===== src/rtl/rvcpu_arb_pkg.sv =====
// Shared definitions for the IF/MEM unified-RAM arbiter: FSM state and grant-owner encodings.
package rvcpu_arb_pkg;

  typedef enum logic [2:0] {
    ST_IDLE     = 3'd0,
    ST_BUSY_IF  = 3'd1,
    ST_BUSY_MEM = 3'd2,
    ST_DRAIN    = 3'd3,
    ST_RESP     = 3'd4
  } arb_state_t;

  typedef enum logic {
    OWN_IF  = 1'b0,
    OWN_MEM = 1'b1
  } arb_owner_t;

  // Wide enough for MEM_STREAK_MAX up to 15.
  localparam int STREAK_W = 4;

endpackage


===== src/rtl/pipeline_arb_perf_cnt.sv =====
// Arbiter performance counters: IF grants, MEM grants and stalled cycles; all wrap at 2^CNT_W.
module pipeline_arb_perf_cnt #(
  parameter int CNT_W = 32
) (
  input  logic             clk,
  input  logic             reset,
  input  logic             i_if_grant,
  input  logic             i_mem_grant,
  input  logic             i_stall,
  output logic [CNT_W-1:0] o_if_grants,
  output logic [CNT_W-1:0] o_mem_grants,
  output logic [CNT_W-1:0] o_stall_cycles
);

  logic [CNT_W-1:0] r_if_grants;
  logic [CNT_W-1:0] r_mem_grants;
  logic [CNT_W-1:0] r_stall_cycles;

  always_ff @(posedge clk) begin
    if (reset) begin
      r_if_grants    <= '0;
      r_mem_grants   <= '0;
      r_stall_cycles <= '0;
    end else begin
      if (i_if_grant)  r_if_grants    <= r_if_grants + 1'b1;
      if (i_mem_grant) r_mem_grants   <= r_mem_grants + 1'b1;
      if (i_stall)     r_stall_cycles <= r_stall_cycles + 1'b1;
    end
  end

  assign o_if_grants    = r_if_grants;
  assign o_mem_grants   = r_mem_grants;
  assign o_stall_cycles = r_stall_cycles;

endmodule


===== src/rtl/pipeline_mem_arbiter.sv =====
// Arbitrates the IF fetch port and MEM load/store port onto one single-port RAM, with flush and stalls.
// Define ARB_PERF_CNT_EN to add the perf_if_grants/perf_mem_grants/perf_stall_cycles counters.
module pipeline_mem_arbiter
  import rvcpu_arb_pkg::*;
#(
  parameter int MEM_STREAK_MAX = 4,
  parameter int CNT_W          = 32
) (
  input  logic        clk,
  input  logic        reset,
  input  logic        if_req,
  input  logic [63:0] if_addr,
  input  logic        if_flush,
  output logic [31:0] if_rdata,
  output logic        if_valid,
  output logic        if_stall,
  input  logic        mem_req,
  input  logic        mem_we,
  input  logic [63:0] mem_addr,
  input  logic [63:0] mem_wdata,
  input  logic [7:0]  mem_wmask,
  output logic [63:0] mem_rdata,
  output logic        mem_valid,
  output logic        mem_stall,
  output logic        ram_req,
  output logic        ram_we,
  output logic [63:0] ram_addr,
  output logic [63:0] ram_wdata,
  output logic [7:0]  ram_wmask,
  input  logic [63:0] ram_rdata,
`ifdef ARB_PERF_CNT_EN
  output logic [CNT_W-1:0] perf_if_grants,
  output logic [CNT_W-1:0] perf_mem_grants,
  output logic [CNT_W-1:0] perf_stall_cycles,
`endif
  input  logic        ram_ack
);

  arb_state_t           r_state;
  arb_state_t           w_next;
  arb_owner_t           r_own;
  logic [STREAK_W-1:0]  r_streak;
  logic [63:0]          r_ram_addr;
  logic                 r_ram_we;
  logic [63:0]          r_ram_wdata;
  logic [7:0]           r_ram_wmask;
  logic [31:0]          r_if_rdata;
  logic [63:0]          r_mem_rdata;
  logic                 w_grant_if;
  logic                 w_grant_mem;
  logic                 w_streak_full;

  assign w_streak_full = (r_streak == STREAK_W'(MEM_STREAK_MAX));

  always_comb begin
    w_next      = r_state;
    w_grant_if  = 1'b0;
    w_grant_mem = 1'b0;
    case (r_state)
      ST_IDLE: begin
        // MEM has priority; a saturated streak hands the slot to a waiting fetch.
        w_grant_if  = if_req & ~if_flush & (~mem_req | w_streak_full);
        w_grant_mem = mem_req & ~w_grant_if;
        if (w_grant_if)       w_next = ST_BUSY_IF;
        else if (w_grant_mem) w_next = ST_BUSY_MEM;
      end
      ST_BUSY_IF: begin
        if (ram_ack)       w_next = if_flush ? ST_IDLE : ST_RESP;
        else if (if_flush) w_next = ST_DRAIN;
      end
      ST_BUSY_MEM: if (ram_ack) w_next = ST_RESP;
      ST_DRAIN:    if (ram_ack) w_next = ST_IDLE;
      ST_RESP:     w_next = ST_IDLE;
      default:     w_next = ST_IDLE;
    endcase
  end

  always_ff @(posedge clk) begin
    if (reset) begin
      r_state     <= ST_IDLE;
      r_own       <= OWN_IF;
      r_streak    <= '0;
      r_if_rdata  <= '0;
      r_mem_rdata <= '0;
    end else begin
      r_state <= w_next;
      if (w_grant_if) begin
        r_own    <= OWN_IF;
        r_streak <= '0;
      end else if (w_grant_mem) begin
        r_own <= OWN_MEM;
        if (!if_req)             r_streak <= '0;
        else if (!w_streak_full) r_streak <= r_streak + 1'b1;
      end else if (r_state == ST_IDLE && !if_req) begin
        r_streak <= '0;
      end
      if (ram_ack && r_state == ST_BUSY_IF)
        r_if_rdata <= r_ram_addr[2] ? ram_rdata[63:32] : ram_rdata[31:0];
      if (ram_ack && r_state == ST_BUSY_MEM)
        r_mem_rdata <= ram_rdata;
    end
  end

  // Request fields are captured once at grant and stay frozen until the access closes.
  always_ff @(posedge clk) begin
    if (w_grant_if) begin
      r_ram_addr  <= if_addr;
      r_ram_we    <= 1'b0;
      r_ram_wdata <= '0;
      r_ram_wmask <= '0;
    end else if (w_grant_mem) begin
      r_ram_addr  <= mem_addr;
      r_ram_we    <= mem_we;
      r_ram_wdata <= mem_wdata;
      r_ram_wmask <= mem_wmask;
    end
  end

  assign ram_req   = (r_state == ST_BUSY_IF) | (r_state == ST_BUSY_MEM) | (r_state == ST_DRAIN);
  assign ram_we    = r_ram_we;
  assign ram_addr  = r_ram_addr;
  assign ram_wdata = r_ram_wdata;
  assign ram_wmask = r_ram_wmask;

  assign if_valid  = (r_state == ST_RESP) & (r_own == OWN_IF) & ~if_flush;
  assign mem_valid = (r_state == ST_RESP) & (r_own == OWN_MEM);
  assign if_rdata  = r_if_rdata;
  assign mem_rdata = r_mem_rdata;
  assign if_stall  = if_req & ~if_valid;
  assign mem_stall = mem_req & ~mem_valid;

`ifdef ARB_PERF_CNT_EN
  pipeline_arb_perf_cnt #(
    .CNT_W (CNT_W)
  ) u_perf (
    .clk            (clk),
    .reset          (reset),
    .i_if_grant     (w_grant_if & ~reset),
    .i_mem_grant    (w_grant_mem & ~reset),
    .i_stall        (if_stall | mem_stall),
    .o_if_grants    (perf_if_grants),
    .o_mem_grants   (perf_mem_grants),
    .o_stall_cycles (perf_stall_cycles)
  );
`endif

endmodule

===== config.mk =====
export PLATFORM = sky130hd
export DESIGN_NAME = pipeline_mem_arbiter
export DESIGN_NICKNAME = d
export VERILOG_FILES = /design/src/rtl/rvcpu_arb_pkg.sv /design/src/rtl/pipeline_arb_perf_cnt.sv /design/src/rtl/pipeline_mem_arbiter.sv
export SDC_FILE = /design/constraint.sdc
export NUM_CORES = 1
export LEC_CHECK = 0
export BUFFER_PORTS_ARGS = -buffer_cell sky130_fd_sc_hd__buf_2
export CAP_MARGIN = 20
export CORE_AREA = 2 2 199 201
export CTS_CLUSTER_SIZE = 8
export DETAILED_ROUTE_END_ITERATION = 12
export DIE_AREA = 0 0 201 203
export PLACE_DENSITY_LB_ADDON = 0.2
export SETUP_SLACK_MARGIN = 0.02
export SLEW_MARGIN = 20
export SYNTH_ARGS = -nofsm -noshare
export SYNTH_HDL_FRONTEND = slang
export SYNTH_SLANG_ARGS = --single-unit

===== constraint.sdc =====
create_clock -name clk -period 4.6 [get_ports clk]
set_input_delay 0.69 -clock clk [delete_from_list [all_inputs] [get_ports clk]]
set_output_delay 0.69 -clock clk [all_outputs]
set_load 0.01 [all_outputs]

Word level (Yosys, flattened, before mapping):

Index checks and enable logic that the tools add are counted.

* output and inout port bits: 238
* logic and storage cells: 64
* bits of input ports: 271
* register bits after elaboration: 241

* equality and inequality tests: 10
* bitwise operators: 17
* reduce and logical (&&, ||, !) cells: 10
* mux-type cells: 17
* $add $sub $neg: 1

Operator list (number)
* $mux 64: 2
* $mux 32: 1
* $mux 3: 7
* $mux 4: 4
* $pmux 3 s4: 1
* $ne 3x3->1 const B: 3
* $and 1x1->1: 8
* $eq 3x2->1 const B: 2
* $not 1->1: 6
* $add 4x1->4 const B: 1
* $eq 4x3->1 const B: 1
* $ne 2x2->1 const B: 2
* $reduce_and 4->1: 1
* $reduce_bool 2->1: 2
* $eq 3x1->1 const B: 1
* $eq 3x3->1 const B: 1
* $logic_and 1x1->1: 3
* $logic_not 3->1: 1
* $or 1x1->1: 3
* $mux 1: 2
* $reduce_and 2->1: 1
* $reduce_or 2->1: 1
* $logic_not 1->1: 1

Longest topological paths before layout:

* word-level depth: 8
* gate-level depth with buffers: 8
* mapped depth without buffers: 5

Least setup slack after synthesis:

OpenSTA, ideal clock, no wires.

* path type: input to register
* start: in if_flush
* end: reg r_ram_addr[0] (netlist: ram_addr[0]) (enable)
* setup time: 0.507 ns
* buffers on the path: 2
* data arrival time: 4.458 ns
* slack: -0.365 ns
* data required time: 4.093 ns
* cell stages on the path: 4
* cell sequence: nand2b_1 -> clkbuf_1 -> buf_1 -> a21oi_1

* longest elaborated chain between the ends: 7
* elaborated cells between the ends (all ways): 8
* classes of those cells: mux (2); bitwise (5); reduce/logical (1)

Ends and longest elaborated chain
* from (decl): RTL line pipeline_mem_arbiter.sv:13 `input logic if_flush,`
* $not 1->1 (*): RTL line pipeline_mem_arbiter.sv:62 `w_grant_if = if_req & ~if_flush & (~mem_req | w_streak_full);`
* $and 1x1->1 (*) (2 in a row): RTL line pipeline_mem_arbiter.sv:62
* $not 1->1: RTL line pipeline_mem_arbiter.sv:63 `w_grant_mem = mem_req & ~w_grant_if;`
* $and 1x1->1: RTL line pipeline_mem_arbiter.sv:63
* $mux 1: RTL line pipeline_mem_arbiter.sv:59 `case (r_state)`
* $reduce_bool 2->1 (no line) (*)
* to (signal assigned): RTL line pipeline_mem_arbiter.sv:107 `r_ram_addr <= if_addr;`
* to (signal assigned): RTL line pipeline_mem_arbiter.sv:112 `r_ram_addr <= mem_addr;`
* to (decl): RTL line pipeline_mem_arbiter.sv:43 `logic [63:0] r_ram_addr;`

Mark *: on every way between the ends. The rest lies on a longest branch, timed or not.
A chain may end at the register's enable or synchronous reset.

Final worst setup path:

* start: reg r_state[2]
* end: reg r_ram_addr[1] (netlist: ram_addr[1]), data pin

* longest elaborated chain between the ends: 3

Ends and longest elaborated chain
* from (decl): RTL line pipeline_mem_arbiter.sv:39 `arb_state_t r_state;`
* from (signal assigned): RTL line pipeline_mem_arbiter.sv:86 `r_state <= w_next;`
* $logic_not 3->1: RTL line pipeline_mem_arbiter.sv:59
* $mux 1: RTL line pipeline_mem_arbiter.sv:59
* $mux 64: RTL line pipeline_mem_arbiter.sv:106 `if (w_grant_if) begin`

Every way passes these cells.

==> results.md <==
- Status: complete, no violations
- Crit Path Class: reg -> reg
- Post-Route WL: 39,300 µm
- Slew @ Worst Pin: 930 ps
- Vias: 10,100
- Cells after Synth: 1,055
- Main flop type after synthesis: dfxtp_1
- Seq/Total Area, Yosys: 51.3%
- Core ar.: slightly below 40,000 µm²
- Layout cells sized above 1: 42.1%
- CTS H-tree lvls: 2
- Critical Path Fanout Max: around 120
- Die Y: about 200 µm
- DRC: 0
- WHS Path Cells: 3
- Fin nets: 1,774
- Die Area: roughly 41,000 µm²
- Top post-synthesis cells by count: 177 x dfxtp_1, 138 x a21oi_1, 131 x nand2_1
- DRT Pass-1 Iters: 4
- Area of the mapped netlist: 10,700 µm²
- Yosys cell types: 44
- Multi-input gate area: between 4000 and 5000 µm²
- CTS tree: done
- Initial antenna violation count: 13
- EDFF count, synth: 64
- Die Wd: about 200 µm
- Storage cell area: 5470 µm²
- Hold Crit Class: in -> reg
- Vias/cell: 4.96
- Starting density of the core: 27.7%
- Synth top area share: 33.2%
- Cell count after placement: 1,981
- Worst slew margin: 38.0%
- Unrepaired setup endpoints after global routing: false
- Internal: 4.27 mW
- Fillcell total: between 3,000 and 4,000
- Fin. Hold Viols: 0
- Synthesis warning total: 0
- Flop pwr share: 42.8%
- Asr flop ratio synth: 0%
- Gate power share: between 10% and 20%
- Power Density: 407 nW/µm²
- Psw: 1.64 mW
- CTS resizes: 0
- RR Endpoint: ram_addr[1]
- Final HPWL DP: 26,200 µm
- FF-to-FF Start: r_state[2]
- Leading area contributor after synthesis: dfxtp_1
- Max Slew Vio Count: 0
- Drt wl/cell: roughly 19 µm
- Final period util: about three fifths
- Clock power share: 40.2%
- Post-CTS Setup Repair Bufs: 0
- Hold_sp: ram_rdata[6]
- Final cell count without fillers: 2,035
- Initial DRC Count: 504
- Worst Skew: 22.6 ps
- Hold endpoint: mem_rdata[6]
- VDD IR max: approximately 220 µV
- Post-CTS Hold Fix Bufs: 0
- Crit path launch type: flop
- FF-to-FF path depth: 4
- Switching share of power: roughly 28%
- Post-route setup TNS: 0 ps
- RD Place Congestion: 0.826
- Avg Cell Area, Syn: 10.1 µm²
- R2R Setup Slk: around 1900 ps
- Critical path required time: roughly 4900 ps
- CTS Buf Count: 36
- Leakage: about 6.4 nW
- Top cells by area, synth: dfxtp_1 33%, edfxtp_1 18%, mux2_2 6.8%
- Clock root cell: clkbuf_16
- Post-DRT Antenna Nets: 0
- Max-cap violations: 0
- IO buf count: 508
- Tot GR Track Use: between 10% and 20%
- # clock sinks: roughly 240
- Number of global-route vias before repair: ~10,000
- Maximum buffer depth of the clock tree: 3
- Ports: 509
- GRT Residual Overflow: 0
- Critical path capture point type: flop
- # setup viols final: 0
- Tmin final: 2700 ps
- Core Rows: 72
- Most common cell in the netlist: dfxtp_1
- Post-Syn Nets: 1,328
- Clock slew at reported path FFs: 50 ps
- First-pass GRT wire length: 59,100 µm
- Area grow syn2layout: 36.3%
- Pin count of the biggest net entering global routing: roughly 120
- Clock Latency Late Sink: 540 ps
- Max Fclk: around 370 MHz
- Critical path arrival: 2960 ps
- #FFs+latches synth: 241
[through the flow]
stage / utilization (%) / area (µm²) / setup WS, ps / hold WS (ps) / power, mW
6_report: 37.8 / 14500 / 1900 / 394 / 5.91
5_1_grt: 37.8 / 14500 / 1790 / 371 / 6.19
4_1_cts: 37.7 / 14500 / 1910 / 350 / 6.01
3_5_place_dp: 35.2 / 13500 / 1910 / 444 / 3.58
3_3_place_gp: 35.2 / 13500 / 1960 / 439 / 3.57
2_1_floorplan: - / 10700 / 1070 / 452 / 3.11
[sequential cells by signal (all words and copies together) (netlist names)]
name,cells
if_rdata,32
mem_rdata,64
r_own,1
r_state,3
r_streak,4
ram_addr,64
ram_wdata,64
ram_we,1
ram_wmask,8
[cells by family after synthesis]
group                    after synthesis  synth area share, %
AO/OA/AOI/OAI                        332                 20.3
AND/OR/NAND/NOR                      265                 13.6
flip-flops                           241                 51.3
buffers and inverters                118                 4.76
multiplexers                          97                 9.86
adder cells (fa/ha/maj)                2                0.235
[worst max-delay path: stages (launching register included)]
cell      delay (ps)
dfxtp_1          480
or3_1            610
a211oi_4         320
buf_12           500
mux2_2           410
[cell type report]
class                   count  share of cell area, %
clock buffers              43                   6.38
clock inverters             4                  0.361
repair buffers            522                   18.3
well taps                 518                   4.46
diodes                      7                  0.120
inverters                   4                  0.103
multi-input cells         696                   32.6
flip-flops and latches    241                   37.6
[metal layers]
metal / track usage (%) / up-vias / share of wire [%]
met2: 31.5 / 396 / 50
li1: - / 4791 / -
met1: 21.7 / 4819 / 39
met4: 7.14 / 6 / 2.8
met5: 0 / - / 0.087
met3: 5.41 / 72 / 8.0
[worst max-delay path by stage]
stage | end | cells past startpoint | start | slack, ps
after floorplan | ram_addr[0] | 4 | if_flush | 1070
after global placement | ram_addr[24] | 4 | r_state[2] | 1960
after detailed placement | ram_addr[22] | 4 | r_state[2] | 1910
after CTS | ram_addr[22] | 4 | r_state[2] | 1910
after global routing | ram_addr[51] | 4 | r_state[2] | 1790
final | ram_addr[1] | 4 | r_state[2] | 1900
[layout by cell type, fill, tap and decap left out, types with 2 or more instances in the layout]
cell type,instances
a22oi_1,74
mux2_2,64
a21oi_1,137
clkbuf_16,36
nor2b_1,2
nor3_1,2
buf_4,13
dfxtp_1,177
o211ai_1,73
nand4_1,2
nand2_1,131
diode_2,7
clkbuf_1,7
inv_1,4
nor2_1,37
a211oi_1,36
a31oi_1,2
nor4bb_4,2
mux2i_1,33
edfxtp_1,64
and3b_1,74
ha_1,2
buf_2,507
[power by group through the flow]
stage          Sequential [mW]  Clock, mW  Combinational (mW)
2_1_floorplan             2.66          0               0.450
3_3_place_gp              2.56          0                1.01
3_5_place_dp              2.57          0                1.01
4_1_cts                   2.53       2.46                1.02
5_1_grt                   2.56       2.54                1.09
6_report                  2.53       2.38                1.00
Note: power is estimated with default switching activity, not from simulation.
